<file path="src/rtl/matrix_mul_pkg.sv">
// Shared definitions for the matrix multiplier datapath: operand-loader FSM
// encodings and sizing helpers used by the loader, the multiplier and the
// downstream result unpacker.
package matrix_mul_pkg;

  typedef enum logic [1:0] {
    LOAD_A = 2'd0,
    LOAD_B = 2'd1,
    HOLD   = 2'd2
  } state_e;

  // Number of elements in a rows x cols matrix.
  function automatic int unsigned elem_count(input int unsigned rows, input int unsigned cols);
    return rows * cols;
  endfunction

  // Width of a flat operand vector holding elems words.
  function automatic int unsigned flat_width(input int unsigned ws, input int unsigned elems);
    return ws * elems;
  endfunction

  // Slot counter width covering both matrices, never below one bit.
  function automatic int unsigned idx_width(input int unsigned na, input int unsigned nb);
    int unsigned m;
    m = (na > nb) ? na : nb;
    return (m > 1) ? $clog2(m) : 1;
  endfunction

endpackage

</file>
<file path="src/rtl/matrix_operand_loader_if.sv">
// Operand-loader bus: element input stream (in_*) and packed operand handoff
// (A_out/B_out with op_valid/op_ready).
//   master : the side feeding words and consuming operands
//   slave  : the loader
interface matrix_operand_loader_if #(
  parameter int unsigned word_size = 32,
  parameter int unsigned na        = 4,
  parameter int unsigned nb        = 2
);
  logic [word_size-1:0]    in_data;
  logic                    in_valid;
  logic                    in_last;
  logic                    in_ready;
  logic [na*word_size-1:0] A_out;
  logic [nb*word_size-1:0] B_out;
  logic                    op_valid;
  logic                    op_ready;

  modport master (
    output in_data, in_valid, in_last, op_ready,
    input  in_ready, A_out, B_out, op_valid
  );

  modport slave (
    input  in_data, in_valid, in_last, op_ready,
    output in_ready, A_out, B_out, op_valid
  );
endinterface

</file>
<file path="src/rtl/matrix_flat_packer.sv">
// Flat register vector of elems words. A write stores din into slot idx, with
// slot 0 in the most significant word.
//   clk, rst : clock, synchronous active-high reset (clears the vector)
//   we       : write enable
//   idx      : slot to write
//   din      : word to store
//   flat     : packed slots, slot 0 in the MSBs
module matrix_flat_packer #(
  parameter int unsigned word_size = 32,
  parameter int unsigned elems     = 4,
  parameter int unsigned idx_w     = 2
) (
  input  logic                       clk,
  input  logic                       rst,
  input  logic                       we,
  input  logic [idx_w-1:0]           idx,
  input  logic [word_size-1:0]       din,
  output logic [elems*word_size-1:0] flat
);

  always_ff @(posedge clk) begin
    if (rst) begin
      flat <= '0;
    end else if (we) begin
      for (int k = 0; k < elems; k++) begin
        if (idx == idx_w'(k)) begin
          flat[(elems-1-k)*word_size +: word_size] <= din;
        end
      end
    end
  end

endmodule

</file>
<file path="src/rtl/matrix_operand_loader.sv">
// Streams A (row-major) then B (row-major) one word per beat, packs them into
// flat operand vectors and holds them with op_valid until op_ready.
//   clk, rst : clock, synchronous active-high reset
//   clear    : synchronous abort back to LOAD_A; operand vectors are kept
//   bus      : input stream and operand handoff (slave side)
//   err      : sticky in_last protocol error
module matrix_operand_loader
  import matrix_mul_pkg::*;
#(
  parameter int unsigned word_size     = 32,
  parameter int unsigned Amatrixrownum = 2,
  parameter int unsigned Amatrixcolnum = 2,
  parameter int unsigned Bmatrixrownum = 2,
  parameter int unsigned Bmatrixcolnum = 1
) (
  input  logic                    clk,
  input  logic                    rst,
  input  logic                    clear,
  matrix_operand_loader_if.slave  bus,
  output logic                    err
);

  localparam int unsigned NA    = elem_count(Amatrixrownum, Amatrixcolnum);
  localparam int unsigned NB    = elem_count(Bmatrixrownum, Bmatrixcolnum);
  localparam int unsigned IdxW  = idx_width(NA, NB);
  localparam int unsigned AW    = flat_width(word_size, NA);
  localparam int unsigned BW    = flat_width(word_size, NB);

  state_e            state_q, state_d;
  logic [IdxW-1:0]   idx_q, idx_d;
  logic              err_q, err_d;
  logic              beat, last_beat, a_we, b_we;
  logic [AW-1:0]     a_flat;
  logic [BW-1:0]     b_flat;

  assign bus.in_ready = (state_q != HOLD) & ~rst;
  assign bus.op_valid = (state_q == HOLD);
  assign bus.A_out    = a_flat;
  assign bus.B_out    = b_flat;
  assign err          = err_q;

  assign beat      = bus.in_valid & bus.in_ready;
  assign last_beat = (state_q == LOAD_B) && (idx_q == IdxW'(NB - 1));

  always_comb begin
    state_d = state_q;
    idx_d   = idx_q;
    err_d   = err_q;
    a_we    = 1'b0;
    b_we    = 1'b0;
    if (clear) begin
      // Abort wins over any simultaneous beat or handoff.
      state_d = LOAD_A;
      idx_d   = '0;
      err_d   = 1'b0;
    end else begin
      // in_last is only checked; the counter alone decides sequencing.
      if (beat && (bus.in_last != last_beat)) err_d = 1'b1;
      unique case (state_q)
        LOAD_A: if (beat) begin
          a_we = 1'b1;
          if (idx_q == IdxW'(NA - 1)) begin
            state_d = LOAD_B;
            idx_d   = '0;
          end else begin
            idx_d = idx_q + IdxW'(1);
          end
        end
        LOAD_B: if (beat) begin
          b_we = 1'b1;
          if (last_beat) begin
            state_d = HOLD;
            idx_d   = '0;
          end else begin
            idx_d = idx_q + IdxW'(1);
          end
        end
        HOLD: if (bus.op_ready) state_d = LOAD_A;
        default: begin
          state_d = LOAD_A;
          idx_d   = '0;
        end
      endcase
    end
  end

  always_ff @(posedge clk) begin
    if (rst) begin
      state_q <= LOAD_A;
      idx_q   <= '0;
      err_q   <= 1'b0;
    end else begin
      state_q <= state_d;
      idx_q   <= idx_d;
      err_q   <= err_d;
    end
  end

  matrix_flat_packer #(
    .word_size (word_size),
    .elems     (NA),
    .idx_w     (IdxW)
  ) u_pack_a (
    .clk  (clk),
    .rst  (rst),
    .we   (a_we),
    .idx  (idx_q),
    .din  (bus.in_data),
    .flat (a_flat)
  );

  matrix_flat_packer #(
    .word_size (word_size),
    .elems     (NB),
    .idx_w     (IdxW)
  ) u_pack_b (
    .clk  (clk),
    .rst  (rst),
    .we   (b_we),
    .idx  (idx_q),
    .din  (bus.in_data),
    .flat (b_flat)
  );

endmodule
</file>
<file path="src/flat_wrapper.sv">
// flat-port wrapper written by rule: the top's interface ports become plain ports
module matrix_operand_loader_flat import matrix_mul_pkg::*;
#(
  parameter int unsigned word_size     = 32,
  parameter int unsigned Amatrixrownum = 2,
  parameter int unsigned Amatrixcolnum = 2,
  parameter int unsigned Bmatrixrownum = 2,
  parameter int unsigned Bmatrixcolnum = 1
)
  (clk, rst, clear, err, bus_in_data, bus_in_valid, bus_in_last, bus_op_ready, bus_in_ready, bus_A_out, bus_B_out, bus_op_valid);
  matrix_operand_loader_if #(.word_size(word_size)) bus_i ();
  input  logic clk;
  input  logic rst;
  input  logic clear;
  output logic err;
  input wire logic [$bits(bus_i.in_data)-1:0] bus_in_data;
  input wire logic [$bits(bus_i.in_valid)-1:0] bus_in_valid;
  input wire logic [$bits(bus_i.in_last)-1:0] bus_in_last;
  input wire logic [$bits(bus_i.op_ready)-1:0] bus_op_ready;
  output wire logic [$bits(bus_i.in_ready)-1:0] bus_in_ready;
  output wire logic [$bits(bus_i.A_out)-1:0] bus_A_out;
  output wire logic [$bits(bus_i.B_out)-1:0] bus_B_out;
  output wire logic [$bits(bus_i.op_valid)-1:0] bus_op_valid;
  assign bus_i.in_data = bus_in_data;
  assign bus_i.in_valid = bus_in_valid;
  assign bus_i.in_last = bus_in_last;
  assign bus_i.op_ready = bus_op_ready;
  assign bus_in_ready = bus_i.in_ready;
  assign bus_A_out = bus_i.A_out;
  assign bus_B_out = bus_i.B_out;
  assign bus_op_valid = bus_i.op_valid;
  matrix_operand_loader #(.word_size(word_size), .Amatrixrownum(Amatrixrownum), .Amatrixcolnum(Amatrixcolnum), .Bmatrixrownum(Bmatrixrownum), .Bmatrixcolnum(Bmatrixcolnum)) u_core (.clk(clk), .rst(rst), .clear(clear), .bus(bus_i), .err(err));
endmodule
</file>
<file path="config.mk">
export PLATFORM = sky130hd
export DESIGN_NAME = matrix_operand_loader_flat
export DESIGN_NICKNAME = d
export VERILOG_FILES = /design/src/rtl/matrix_mul_pkg.sv /design/src/rtl/matrix_operand_loader_if.sv /design/src/rtl/matrix_flat_packer.sv /design/src/rtl/matrix_operand_loader.sv /design/src/flat_wrapper.sv
export SDC_FILE = /design/constraint.sdc
export NUM_CORES = 1
export LEC_CHECK = 0
export BUFFER_PORTS_ARGS = -buffer_cell sky130_fd_sc_hd__buf_2
export CORE_MARGIN = 1.5
export CORE_UTILIZATION = 30
export CTS_CLUSTER_DIAMETER = 30
export DETAILED_ROUTE_END_ITERATION = 6
export GPL_ROUTABILITY_DRIVEN = 0
export PLACE_DENSITY = 0.58
export SYNTH_ARGS = -nofsm -noshare
export SYNTH_HDL_FRONTEND = slang
export SYNTH_HIERARCHICAL = 1
export SYNTH_SLANG_ARGS = --single-unit
</file>
<file path="constraint.sdc">
create_clock -name clk -period 2.4 [get_ports clk]
set_input_delay 0.72 -clock clk [delete_from_list [all_inputs] [get_ports clk]]
set_output_delay 0.72 -clock clk [all_outputs]
set_load 0.005 [all_outputs]
</file>
# [Yosys cells after proc, flatten, opt, wreduce, memory -nomap -nowiden]
# Cells that the tools add are included.
[classes] add_sub_neg=1 n_eq_ne=12 mux=16 bitwise=4 n_reduce_logical=13
[op_table] op="2-bit two-way mux" count=9
[op_table] op="2-bit one-hot mux with 3 select lines" count=2
[op_table] op="2-bit AND reduction" count=6
[op_table] op="2-bit by 1-bit != test with 1-bit output, second input constant" count=4
[op_table] op="2-bit == test, second input constant" count=3
[op_table] op="1-bit two-way mux" count=5
[op_table] op="5-bit AND reduction" count=1
[op_table] op="2-bit by 1-bit == test with 1-bit output, second input constant" count=2
[op_table] op="2-bit logical NOT" count=2
[op_table] op="2-bit != test, second input constant" count=2
[op_table] op="3-bit AND reduction" count=1
[op_table] op="2-bit by 1-bit adder with 2-bit output, second input constant" count=1
[op_table] op="1-bit bitwise AND" count=2
[op_table] op="1-bit logical AND" count=2
[op_table] op="1-bit NOT" count=2
[op_table] op="2-bit OR reduction" count=1
[op_table] op="1-bit != test" count=1
[totals] regBits=197 output_inout_bits=195 elab_cells=55

# [Longest topological paths before layout]
[logic_depth] ltp_word=7 mapped_depth=8

# [Hierarchy]
# The synthesis kept the hierarchy.
[modules_own_cells] module="matrix_flat_packer (u_core.u_pack_a)" n_inst=1 cells_per_inst=454 area_per_inst_um2=5063.6 seq_area_each_um2=2562.5
[modules_own_cells] module="matrix_flat_packer (u_core.u_pack_b)" n_inst=1 cells_per_inst=246 area_per_inst_um2=2682.6 seq_area_each_um2=1281.2
[modules_own_cells] module="matrix_operand_loader" n_inst=1 cells_per_inst=45 area_per_inst_um2=356.6 seq_area_each_um2=100.1

# [Least setup slack after synthesis]
# No wires, ideal clock.
[synth_path] path_kind="input-to-reg" from="input port rst" to="register u_core.u_pack_a.flat[100]" arrival_ns=2.010 required_ns=2.328 slack_ns=0.318 stages=6 path_buffers=2 cell_sequence="nand2b_1 nor4_1 nor3b_1 buf_4 buf_6 mux2i_1"
[synth_between] elab_chain_len=7
[synth_lines] element="start: declaration" line_no="flat_wrapper.sv:13" source="input logic rst;"
[synth_lines] element="1-bit NOT" line_no="matrix_operand_loader.sv:36" source="assign bus.in_ready = (state_q != HOLD) & ~rst;"
[synth_lines] element="1-bit bitwise AND" line_no="matrix_operand_loader.sv:36"
[synth_lines] element="1-bit bitwise AND" line_no="matrix_operand_loader.sv:42" source="assign beat = bus.in_valid & bus.in_ready;"
[synth_lines] element="1-bit two-way mux" line_no="matrix_operand_loader.sv:60" source="LOAD_A: if (beat) begin"
[synth_lines] element="1-bit two-way mux" line_no="matrix_operand_loader.sv:59" source="unique case (state_q)"
[synth_lines] element="1-bit two-way mux" line_no="matrix_operand_loader.sv:51" source="if (clear) begin"
[synth_lines] element="via u_core.a_we" line_no="matrix_operand_loader.sv:32" source="logic beat, last_beat, a_we, b_we;"
[synth_lines] element="2-bit AND reduction (no line)"
[synth_lines] element="end signal: indexed assignment" line_no="matrix_flat_packer.sv:27" source="flat[(elems-1-k)*word_size +: word_size] <= din;"
[synth_lines] element="end: declaration" line_no="matrix_flat_packer.sv:18" source="output logic [elems*word_size-1:0] flat"
# The timed path passes the listed nets, and every way through them passes these cells.
# A chain may end at the register's enable or synchronous reset.

# [Worst setup path in the final report]
[layout_path] from="register u_core.state_q[1]" to="output port bus_in_ready"
[layout_between] elab_chain_len=2
[layout_lines] element="start: declaration" line_no="matrix_operand_loader.sv:29" source="state_e state_q, state_d;"
[layout_lines] element="start signal: assignment" line_no="matrix_operand_loader.sv:93" source="state_q <= state_d;"
[layout_lines] element="2-bit != test" line_no="matrix_operand_loader.sv:36"
[layout_lines] element="1-bit bitwise AND" line_no="matrix_operand_loader.sv:36"
[layout_lines] element="end: declaration" line_no="flat_wrapper.sv:20" source="output wire logic [$bits(bus_i.in_ready)-1:0] bus_in_ready;"
# Every way passes these cells.

==> flow_summary.yaml <==
critical_path:
  crit_type: "register to output port"
  reg2regPathDepth: 5
  startpoint_type: "register"
  critPathRequiredTime_ns: 1.68
  crit_chain: "nor2b_1 -> nor2_1 -> buf_2"
  end_kind: "output port"
  crit_slowest_cell: "dfxtp_1"
  max_stage_delay_ns: 0.46
  r2r-start: "u_core/state_q[0]$_SDFFE_PP0P_"
  crit_fanout: 9
  cp.arrival_ns: 1.39
  timing.rr.end: "u_core/u_pack_a/flat[121]$_SDFFE_PP0P_"
  rrSetupSlack_ns: 0.60
synth:
  ys_seq_area_frac: 0.487
  synth_area_per_cell_um2: 10.9
  synth_area_leaders: "dfxtp_1 (49%), mux2i_1 (24%), nand2b_1 (20%)"
  synth_top_area_frac: 0.487
  synth_warnings: 6
  ys_async_sr_fraction: 0
  synth-edff-count: 0
  yosys_most_used_dff: "dfxtp_1"
  syn-num-nets: 786
  post_synth_num_cell_types: 33
  ys_ff_latch: 197
  synthCells: 745
  yosys.area.top_type: "dfxtp_1"
  syn_area_um2: 8100
drt:
  drt_iter0_drc: 277
  wire_per_inst_um: 16.7
  drc_errors: 0
  dr.pass1.iters: 4
  ant_nets: 0
  vias: 5683
  routed_wirelength_um: 21900
  viasPerCell: 4.34
global_routing:
  grt_max_degree: 116
  grt_pass1_vias: 5579
  grt_usage: 0.157
  grt-ovfl-total: 0
  antenna_found_initial: 1
  grt_pass1_wl_um: 33800
final_layout:
  fillCellCount: 2656
  design_area_um2: 10200
  layout_commonest_cell: "nand2b_1"
  synthToLayoutAreaGrowth_pct: 26.5
  layout.nets: 1002
  layout_common_cells: "nand2b_1 (258), buf_2 (231), dfxtp_1 (197)"
  drive_gt1_frac: 0.295
min_path:
  hold_depth: 2
  hold_start: "u_core/u_pack_b/flat[47]$_SDFFE_PP0P_"
  hold_class: "register to register"
  holdPathEnd: "u_core/u_pack_b/flat[47]$_SDFFE_PP0P_"
die:
  rows: 59
  num_io_pins: 233
  die_height_um: 167
  fp.dieArea_um2: 28000
  core_area_um2: 26300
  fp.dieW_um: 167
  initial_core_util: 0.308
power:
  vdd_drop_max_mv: 0.335
  p_total_mw: 6.69
  p_leak_nw: 5.16
  powerDensity_nw_per_um2: 653
cts:
  cts_max_path_buffers: 2
  clk_latency_ns: 0.43
  cts_tree: "yes"
  cts-root-buf: "clkbuf_16"
  post-cts-setup-buffers: 0
  cts_hold_buf: 0
  ctsResizeCount: 0
  cts_num_sinks: 197
  tritoncts.num_buffers: 17
  clk_pin_slew_ns: 0.07
  cts_max_level: 4
timing:
  finalMaxSlewViolations: 0
  hold_viol: 0
  rsz0062_at_grt: "no"
  period_minus_slack_ns: 2.11
  worstMarginPinSlew_ns: 0.573
  relSlewSlack: 0.617
  max_freq_ghz: 0.473
  final.setup.tns_ns: 0
  fin_crit_sh: 0.881
  skew_ns: 0.00765
  setup_violations: 0
place:
  port_buffers: 232
  hpwl_um: 15800
  place_area_um2: 9620
outcome:
  status: "finished clean"
flow_run:
  max_cap_viol_count: 0
## through the flow
| step | util | std cells | hold WS [ns] | worst slack [ns] |
|---|---|---|---|---|
| after floorplan | - | 745 | 0.465 | 0.318 |
| after global placement | 0.366 | 1277 | 0.456 | 0.239 |
| after detailed placement | 0.366 | 1277 | 0.459 | 0.190 |
| after CTS | 0.390 | 1309 | 0.471 | 0.263 |
| after global routing | 0.390 | 1310 | 0.490 | 0.190 |
| final | 0.390 | 1310 | 0.472 | 0.286 |
## cell usage after synthesis, types with 2 or more instances
cell,instances
o21ai_1,2
buf_6,11
nand2b_1,258
mux2i_1,192
nor2b_1,2
nand3_1,2
clkbuf_1,26
buf_4,6
nor2_1,3
ha_1,3
a31oi_1,2
o21ai_0,2
nor3_1,2
nand3b_1,3
inv_1,4
dfxtp_1,197
nand2_1,4
or3b_1,2
buf_2,10
## worst max path at each step
| stage | slack, ns | from | cells past startpoint | to |
|---|---|---|---|---|
| 2_1_floorplan | 0.32 | rst | 6 | u_core/u_pack_a/flat[100]$_SDFFE_PP0P_ |
| 3_3_place_gp | 0.24 | rst | 7 | u_core/u_pack_a/flat[120]$_SDFFE_PP0P_ |
| 3_5_place_dp | 0.19 | rst | 7 | u_core/u_pack_a/flat[121]$_SDFFE_PP0P_ |
| 4_1_cts | 0.26 | u_core/state_q[1]$_SDFFE_PP0P_ | 3 | bus_in_ready |
| 5_1_grt | 0.19 | u_core/state_q[1]$_SDFFE_PP0P_ | 3 | bus_in_ready |
| 6_report | 0.29 | u_core/state_q[1]$_SDFFE_PP0P_ | 3 | bus_in_ready |
## registers in the layout, indices dropped and copies added (netlist names)
name                  count
u_core/err                1
u_core/u_pack_a/flat    128
u_core/idx_q              2
u_core/u_pack_b/flat     64
u_core/state_q            2
## cell type report
| class | instances | area [um2] | area share |
|---|---|---|---|
| Tap cell | 335 | 419 | 0.0409 |
| Sequential cell | 197 | 3940 | 0.385 |
| Multi-Input combinational cell | 491 | 3840 | 0.375 |
| Inverter | 4 | 15.0 | 0.00147 |
| Clock buffer | 17 | 425 | 0.0415 |
| Clock inverter | 15 | 194 | 0.0189 |
| Antenna cell | 1 | 2.50 | 0.000244 |
| Timing Repair Buffer | 250 | 1400 | 0.137 |
## layer usage
layer / vias up / GRT usage / routed length (um)
li1: 2898 / - / -
met1: 2643 / 0.213 / 10700
met2: 126 / 0.245 / 9790
met3: 16 / 0.0383 / 981
met4: 0 / 0.0474 / 344
met5: - / 0 / 0
## worst max-delay path: cells and delay by family, from the launching register on
kind                   cells  cell delay [ns]
flip-flops                 1             0.46
AND/OR/NAND/NOR            2             0.38
buffers and inverters      1             0.13
## power by group
part / switching [mW] / internal [mW] / total (mW)
Sequential: 0.0179 / 3.29 / 3.31
Combinational: 0.184 / 0.161 / 0.345
Clock: 1.36 / 1.68 / 3.04
Total: 1.57 / 5.13 / 6.69
## cells by family (layout without fill, tap and decap cells)
| logic type | count (synthesis) | in the layout | share of synthesized area |
|---|---|---|---|
| other cells | 0 | 1 | 0 |
| simple gates | 284 | 284 | 0.220 |
| buf+inv | 57 | 286 | 0.0409 |
| compound gates | 12 | 12 | 0.0105 |
| fa+ha+maj | 3 | 3 | 0.00463 |
| mux | 192 | 192 | 0.237 |
| flops | 197 | 197 | 0.487 |
(Power assumes the default switching activity.)
